[src/rtl/irq_ctrl.sv]
`default_nettype none
// ============================================================================
//  Module      : irq_ctrl
//  Description : Responder-side interrupt controller for the RISC5 interrupt
//                interface. Captures rising edges on NUM_IRQ device lines
//                into a pending register and picks the lowest-numbered
//                enabled pending line. It raises the CPU irq input, then
//                tracks the intack/rti/abort handshake. A small register
//                block on the CPU IO bus gives access to pend, enable,
//                in-service status, software trigger and raw lines.
//  Revision    : 1.0  initial release
// ============================================================================
module irq_ctrl #(
   parameter int NUM_IRQ = 8
) (
   input  logic               clk,
   input  logic               rst,
   input  logic [NUM_IRQ-1:0] irq_in,
   output logic               irq,
   input  logic               intack,
   input  logic               rti,
   input  logic               abort,
   input  logic               io_sel,
   input  logic [1:0]         io_adr,
   input  logic               rd,
   input  logic               wr,
   input  logic [31:0]        wdata,
   output logic [31:0]        rdata
);

   localparam int c_PAD_W = 32 - NUM_IRQ;

   localparam logic [1:0] c_ADR_PEND = 2'd0;
   localparam logic [1:0] c_ADR_ENB  = 2'd1;
   localparam logic [1:0] c_ADR_ISR  = 2'd2;
   localparam logic [1:0] c_ADR_RAW  = 2'd3;

   typedef enum logic [1:0] {
      S_IDLE    = 2'd0,
      S_REQ     = 2'd1,
      S_SERVICE = 2'd2
   } state_t;

   state_t               r_state;
   state_t               w_state_nxt;

   logic [NUM_IRQ-1:0]   r_prev;
   logic [NUM_IRQ-1:0]   r_pend;
   logic [NUM_IRQ-1:0]   r_enb;
   logic                 r_isv;
   logic [3:0]           r_isn;
   logic [3:0]           r_req_num;
   logic                 r_irq;

   logic                 w_wr_pend;
   logic                 w_wr_enb;
   logic                 w_wr_isr;
   logic [NUM_IRQ-1:0]   w_ev;
   logic [NUM_IRQ-1:0]   w_swset;
   logic [NUM_IRQ-1:0]   w_w1c;
   logic [NUM_IRQ-1:0]   w_ack_clr;
   logic [NUM_IRQ-1:0]   w_pend_nxt;
   logic [NUM_IRQ-1:0]   w_act;
   logic                 w_any;
   logic [3:0]           w_sel;
   logic                 w_load_req;
   logic                 w_take;
   logic                 w_ret;

   // Upper write-data bits have no destination in this block.
   logic w_unused_ok;
   assign w_unused_ok = &{1'b0, wdata};

   // Bus write decode and the per-line event/set/clear vectors.
   always_comb begin
      w_wr_pend = io_sel & wr & (io_adr == c_ADR_PEND);
      w_wr_enb  = io_sel & wr & (io_adr == c_ADR_ENB);
      w_wr_isr  = io_sel & wr & (io_adr == c_ADR_ISR);
      w_ev      = irq_in & ~r_prev;
      w_swset   = w_wr_isr  ? wdata[NUM_IRQ-1:0] : '0;
      w_w1c     = w_wr_pend ? wdata[NUM_IRQ-1:0] : '0;
   end

   // Acknowledge clears exactly the line that was latched for this request.
   always_comb begin
      w_ack_clr = '0;
      for (int i = 0; i < NUM_IRQ; i++) begin
         w_ack_clr[i] = w_take && (r_req_num == i[3:0]);
      end
   end

   // Next pend: any set source wins over a same-cycle clear.
   always_comb begin
      w_pend_nxt = (r_pend & ~(w_w1c | w_ack_clr)) | w_ev | w_swset;
   end

   // Fixed-priority select: lowest enabled pending index wins.
   always_comb begin
      w_act = r_pend & r_enb;
      w_any = |w_act;
      w_sel = 4'd0;
      for (int i = NUM_IRQ - 1; i >= 0; i--) begin
         if (w_act[i]) begin
            w_sel = i[3:0];
         end
      end
   end

   // Handshake FSM next-state and strobes.
   always_comb begin
      w_state_nxt = r_state;
      w_load_req  = 1'b0;
      w_take      = 1'b0;
      w_ret       = 1'b0;
      case (r_state)
         S_IDLE: begin
            if (w_any) begin
               w_load_req  = 1'b1;
               w_state_nxt = S_REQ;
            end
         end
         S_REQ: begin
            if (intack) begin
               w_take      = 1'b1;
               w_state_nxt = S_SERVICE;
            end
         end
         S_SERVICE: begin
            // rti and abort both end the service; together they act once.
            if (rti | abort) begin
               w_ret       = 1'b1;
               w_state_nxt = S_IDLE;
            end
         end
         default: begin
            w_state_nxt = S_IDLE;
         end
      endcase
   end

   // FSM state register.
   always_ff @(posedge clk) begin
      if (rst) begin
         r_state <= S_IDLE;
      end else begin
         r_state <= w_state_nxt;
      end
   end

   // Registered irq: high only while the FSM stays in REQ, which gives one
   // cycle between entering REQ and the CPU seeing the rising edge.
   always_ff @(posedge clk) begin
      if (rst) begin
         r_irq <= 1'b0;
      end else begin
         r_irq <= (r_state == S_REQ) && (w_state_nxt == S_REQ);
      end
   end

   // Edge history, pending and enable registers. Lines already high at reset
   // are absorbed into the history so they do not look like events.
   always_ff @(posedge clk) begin
      if (rst) begin
         r_prev <= irq_in;
         r_pend <= '0;
         r_enb  <= '0;
      end else begin
         r_prev <= irq_in;
         r_pend <= w_pend_nxt;
         if (w_wr_enb) begin
            r_enb <= wdata[NUM_IRQ-1:0];
         end
      end
   end

   // Latched request number and in-service status. The request number is
   // frozen once in REQ so later mask or pend changes cannot retarget it.
   // Leaving service clears the whole ISR view so it reads as idle.
   always_ff @(posedge clk) begin
      if (rst) begin
         r_req_num <= 4'd0;
         r_isv     <= 1'b0;
         r_isn     <= 4'd0;
      end else begin
         if (w_load_req) begin
            r_req_num <= w_sel;
         end
         if (w_take) begin
            r_isv <= 1'b1;
            r_isn <= r_req_num;
         end else if (w_ret) begin
            r_isv <= 1'b0;
            r_isn <= 4'd0;
         end
      end
   end

   // Combinational read mux; the CPU consumes data in the rd cycle itself.
   always_comb begin
      rdata = 32'd0;
      if (io_sel & rd) begin
         case (io_adr)
            c_ADR_PEND: rdata = {{c_PAD_W{1'b0}}, r_pend};
            c_ADR_ENB:  rdata = {{c_PAD_W{1'b0}}, r_enb};
            c_ADR_ISR:  rdata = {r_isv, 27'd0, r_isn};
            c_ADR_RAW:  rdata = {{c_PAD_W{1'b0}}, irq_in};
            default:    rdata = 32'd0;
         endcase
      end
   end

   assign irq = r_irq;

endmodule
`default_nettype wire
[config.mk]
export PLATFORM = sky130hd
export DESIGN_NAME = irq_ctrl
export DESIGN_NICKNAME = d
export VERILOG_FILES = /design/src/rtl/irq_ctrl.sv
export SDC_FILE = /design/constraint.sdc
export NUM_CORES = 1
export LEC_CHECK = 0
export CAP_MARGIN = 20
export CORE_MARGIN = 3
export CORE_UTILIZATION = 56
export CTS_CLUSTER_SIZE = 28
export DETAILED_ROUTE_END_ITERATION = 7
export DONT_BUFFER_PORTS = 1
export PLACE_DENSITY_LB_ADDON = 0.3
export SLEW_MARGIN = 20
export SYNTH_ARGS = -nofsm -noshare
export SYNTH_HDL_FRONTEND = slang
export SYNTH_SLANG_ARGS = --single-unit
[constraint.sdc]
create_clock -name clk -period 1.27 [get_ports clk]
set_input_delay 0.127 -clock clk [delete_from_list [all_inputs] [get_ports clk]]
set_output_delay 0.127 -clock clk [all_outputs]
set_load 0.005 [all_outputs]
Word-level counts from Yosys, hierarchy flattened
Cells that the tools add are included.
W data, S select, Z words.
- register bits: 36
- bits of input ports: 50
- output and inout bits: 33
- word-level logic and storage cells: 75
- bitwise logic cells: 14
- equal/unequal tests: 13
- multiplexer cells: 26
- reduce and logical (&&, ||, !) cells: 14
- operators with widths (kind ; count):
    $pmux W32 S4 ; 1
    $mux W4 ; 9
    $mux W32 ; 1
    $and A8 B8 Y8 ; 3
    $or A8 B8 Y8 ; 3
    $eq A4 B3 Y1 const B ; 4
    $mux W8 ; 2
    $not A8 Y8 ; 2
    $logic_and A1 B1 Y1 ; 9
    $eq A4 B2 Y1 const B ; 2
    $mux W1 ; 8
    $reduce_or A8 Y1 ; 1
    $eq A2 B1 Y1 const B ; 3
    $eq A2 B2 Y1 const B ; 3
    $mux W2 ; 3
    $pmux W2 S3 ; 1
    $and A1 B1 Y1 ; 5
    $eq A4 B1 Y1 const B ; 1
    $logic_not A2 Y1 ; 2
    $logic_not A4 Y1 ; 1
    $mux W3 ; 1
    $reduce_bool A2 Y1 ; 1
    $or A1 B1 Y1 ; 1

Logic depth before layout (Yosys ltp)
- word-level depth: 9
- mapped depth: 6
- depth with buffers taken out: 4

Least setup slack after synthesis
OpenSTA, ideal clock, no wires.
- kind: reg-to-reg
- start: register r_state[1]
- end: register r_pend[3]
- period minus slack after synthesis: 1283 ps
- library setup time: 128 ps
- buffers on the path: 1
- stages on the path, launching flop included: 6
- data arrival time: 1155 ps
- data required time: 1142 ps
- setup slack: -13 ps
- cell sequence: dfxtp_1 buf_2 and4bb_2 a32oi_1 a222oi_1 nor2_1
- longest elaborated chain between the ends: 8
- ends and longest elaborated chain (item ; line ; RTL):
    start, declared ; 44 ; state_t r_state;
    start signal, assigned ; 146 ; r_state <= w_state_nxt;
    $eq A2 B1 Y1 ; 115 ; case (r_state)
    $mux W1 ; 115 ;
    $logic_and A1 B1 Y1 ; 88 ; w_ack_clr[i] = w_take && (r_req_num == i[3:0]);
    $or A8 B8 Y8 ; 94 ; w_pend_nxt = (r_pend & ~(w_w1c | w_ack_clr)) | w_ev | w_swset;
    $not A8 Y8 ; 94 ;
    $and A8 B8 Y8 ; 94 ;
    $or A8 B8 Y8 (2 in series) ; 94 ;
    end signal, assigned ; 169 ; r_pend <= w_pend_nxt;
    end, declared ; 48 ; logic [NUM_IRQ-1:0] r_pend;
No other way between the ends.
A chain may end at the register's enable or synchronous reset.

Final worst setup path
- start: register r_enb[2]
- end: output port rdata[2]
- longest elaborated chain between the ends: 2
- ends and longest elaborated chain (item ; line ; RTL):
    start, declared ; 49 ; logic [NUM_IRQ-1:0] r_enb;
    start signal, assigned ; 171 ; r_enb <= wdata[NUM_IRQ-1:0];
    $pmux W32 S4 ; 202 ; case (io_adr)
    $mux W32 ; 201 ; if (io_sel & rd) begin
    end, declared ; 28 ; output logic [31:0] rdata
No other way between the ends. The select of a mux whose other input is x is not followed.

==> key figures <==
Worst setup path
  • Reg2Reg Depth: 4
  • Reg-to-Reg End: r_pend[4]
  • R2R Path Start: r_state[1]
  • Crit Path Category: flip-flop to output port
  • Setup slack, reg-to-reg: -0.10 ns
  • Critical Path RT: 1.14 ns
  • Type of origin of the critical path: flip-flop
  • Crit-path max FO: 2
  • Endpoint class of the critical path: output port
  • Critical Path AT: 1.30 ns

Synthesis
  • Ys Warns: 0
  • Number of synthesized flops with an enable pin: 0
  • Top FF cell, synth: dfxtp_1
  • Commonest cells in the synthesized netlist: 34 x dfxtp_1, 26 x nand2_1, 26 x nor2_1
  • Share of the synthesized area in the top cell type: 38.23%
  • Number of synthesized register bits: 34
  • Largest cells by area after synthesis: dfxtp_1 38%, buf_4 10%, nand2_1 5.5%, nor2_1 5.5%, a22oi_1 5.1%
  • Synthesized instance count: 207
  • Top-count cell post-synth: dfxtp_1
  • Share of the yosys chip area belonging to registers: 38.23%
  • Syn Std Cell Area: 1780 µm²
  • Syn Area/Cell: 8.601 µm²
  • Yosys cell types: 32
  • Leading area contributor after synthesis: dfxtp_1
  • Synth async-reset ratio: 0%

Global route
  • Wire length of the first global-routing pass: 7.734 mm
  • GRT Overall Usage: 25.10%
  • Remaining Overflow, GRT: 0
  • Largest net degree at the start of global routing: 26
  • Vias in the first global route: 1,613
  • Initial antenna violation count: 0

Timing
  • FMAX: 0.7030 GHz
  • Endpoints failing setup: 15
  • Final period util: 112.0%
  • Final min period: 1.422 ns
  • Max_slew headroom: 36.09%
  • Final Hold Fails: 0
  • Clock Skew: 0.01681 ns
  • Slew Limit Fails: 0
  • Final worst slack: -0.1524 ns
  • RSZ-0062 raised after global routing: yes
  • Tightest Pin Transition: 0.9587 ns

Cells and area
  • Layout cell share with drive strength beyond 1: 32.53%
  • FILL cells: 203
  • Register area: 713.2 µm²
  • Area growth syn-to-layout: 28.18%
  • Final Util: 78.69%
  • NumNets Final: 298
  • Final non-filler cell total: 291
  • Area of the multi-input gates: 1011 µm²
  • Final instance area: 2282 µm²
  • Antenna diodes: 0

Clock network
  • CTS Sinks: 34
  • Worst-path clk slew: 0.11 ns
  • CTS Buf Count: 5
  • CTS tree: done
  • H-tree depth: 2
  • Maximum root-to-sink buffer count: 2
  • CTS Root Cell: clkbuf_4
  • Skew-Pair Late Insertion Delay: 0.34 ns

Run
  • Total of max-cap violations: 0

Place
  • Routability cong.: 0.9347
  • Dpl cell area: 1799 µm²
  • Port Buffer Count: 0
  • Hpwl dp: 3.177 mm
  • Placed insts: 253

Die
  • Cell Rows: 19
  • Core box area: 2900 µm²
  • Io pins: 83
  • Die span in y: 62.39 µm
  • Die area: 3892 µm²
  • Die X: 62.39 µm
  • Initial Util: 61.39%

Hold path
  • Hold_sp: wdata[4]
  • Hold Path Sink: r_pend[4]
  • Hold Crit Class: input port to flip-flop
  • Hold depth: 2

Route
  • Antenna-violating nets left: 0
  • Wire length per cell: 18.02 µm
  • DR vias: 1,737
  • Initial drt markers: 188
  • Routed wire length: 5.244 mm
  • DRC viols: 0
  • DR pass1 iterations: 7
  • Vias/cell: 5.969

Pwr
  • Internal cell power: 1694 µW
  • NetSw: 543.6 µW
  • Logic pwr share: 13.8%
  • Pwr/cell area: 980.3 nW/µm²
  • Power share of the clock group: 34.7%
  • Seq pwr share: 51.5%
  • Net Sw Frac: 24.30%
  • P_leak: 0.0009411 µW
  • Max IR drop VDD: 676.9 µV

Outcome
  • Violated checks: negative setup slack
  • Status: finished, violations left
[cells by family (layout without fill, tap and decap cells)]
logic type	after synthesis	after routing	synth area share, %
compound gates	52	52	20.87
buf+inv	41	61	14.34
flops	34	34	38.23
mux	8	8	6.606
other cells	1	23	0.2106
simple gates	71	71	19.75
[sequential cells by signal, summed over array words and instances, names as in the netlist]
name / count
r_enb: 8
r_req_num: 3
r_isn: 3
r_pend: 8
irq: 1
r_prev: 8
r_state: 2
r_isv: 1
[per-layer routing]
metal / global-route usage, % / share of wire [%] / vias to the layer above
met5: 0 / 0 / -
met3: 7.554 / 10 / 29
li1: - / - / 786
met4: 11.57 / 3.9 / 0
met2: 43.68 / 50 / 111
met1: 28.09 / 35 / 811
[what timing repair did]
action,4_1_cts,5_1_grt
pin swaps,4,10
endpoints found under the setup margin,11,22
hold buffers,17,1
endpoints found under the hold margin,33,2
setup buffers,10,2
cloned,0,0
gates resized for setup,26,26
[layout by cell type (no fill, tap or decap), drive strengths merged, types with 2 or more instances in the layout]
cell and count:
clkbuf 7, nor2b 6, nor2 26, o21ai 2
a2111oi 2, inv 9, a222oi 8, dfxtp 34
mux2i 5, a31oi 6, conb 23, nand2b 3
mux4 3, a21oi 14, a211oi 2, and4bb 2
buf 26, dlygate4sd3 17, nor3b 2, a32oi 4
a22oi 12, nand2 26
[stage by stage]
stage | hold WS, ns | power [µW] | worst slack [ns] | TNS [ns]
6_report | 0.03939 | 2237 | -0.1524 | -0.9855
5_1_grt | 0.03175 | 2330 | -0.1828 | -2.142
4_1_cts | -0.2016 | 2197 | -0.1143 | -0.6411
3_5_place_dp | 0.1549 | 1349 | -0.09386 | -0.2286
3_3_place_gp | 0.1549 | 1339 | -0.06255 | -0.1164
2_1_floorplan | 0.1547 | 1377 | 0.007198 | 0
[power by group through the flow]
stage	combinational (µW)	clock (µW)	sequential, µW
2_1_floorplan	217	0	1160
3_3_place_gp	172	0	1170
3_5_place_dp	179	0	1170
4_1_cts	280	774	1140
5_1_grt	332	842	1160
6_report	309	776	1150
[worst max-delay path, stage by stage, from the launching register on]
cell and delay (ns):
dfxtp_2 0.36, mux4_2 0.46, nor2b_4 0.14
[area by class of cell]
type	count	area share, %
multi-input cells	154	44.30
flip-flops and latches	34	31.25
repair buffers	44	17.38
well taps	42	2.303
clock buffers	7	1.974
inverters	9	1.480
clock inverters	1	1.316
[worst max path at each step]
stage / startpoint / end / slack (ns) / cells past startpoint
3_5_place_dp: r_state[1] / r_pend[4] / -0.09 / 4
3_3_place_gp: r_state[1] / r_pend[7] / -0.06 / 4
2_1_floorplan: r_state[1] / r_pend[7] / 0.007 / 5
4_1_cts: r_isn[2] / rdata[2] / -0.11 / 2
6_report: r_enb[2] / rdata[2] / -0.15 / 2
5_1_grt: r_enb[2] / rdata[2] / -0.18 / 2
No activity file was read; power rests on OpenSTA's default activity.
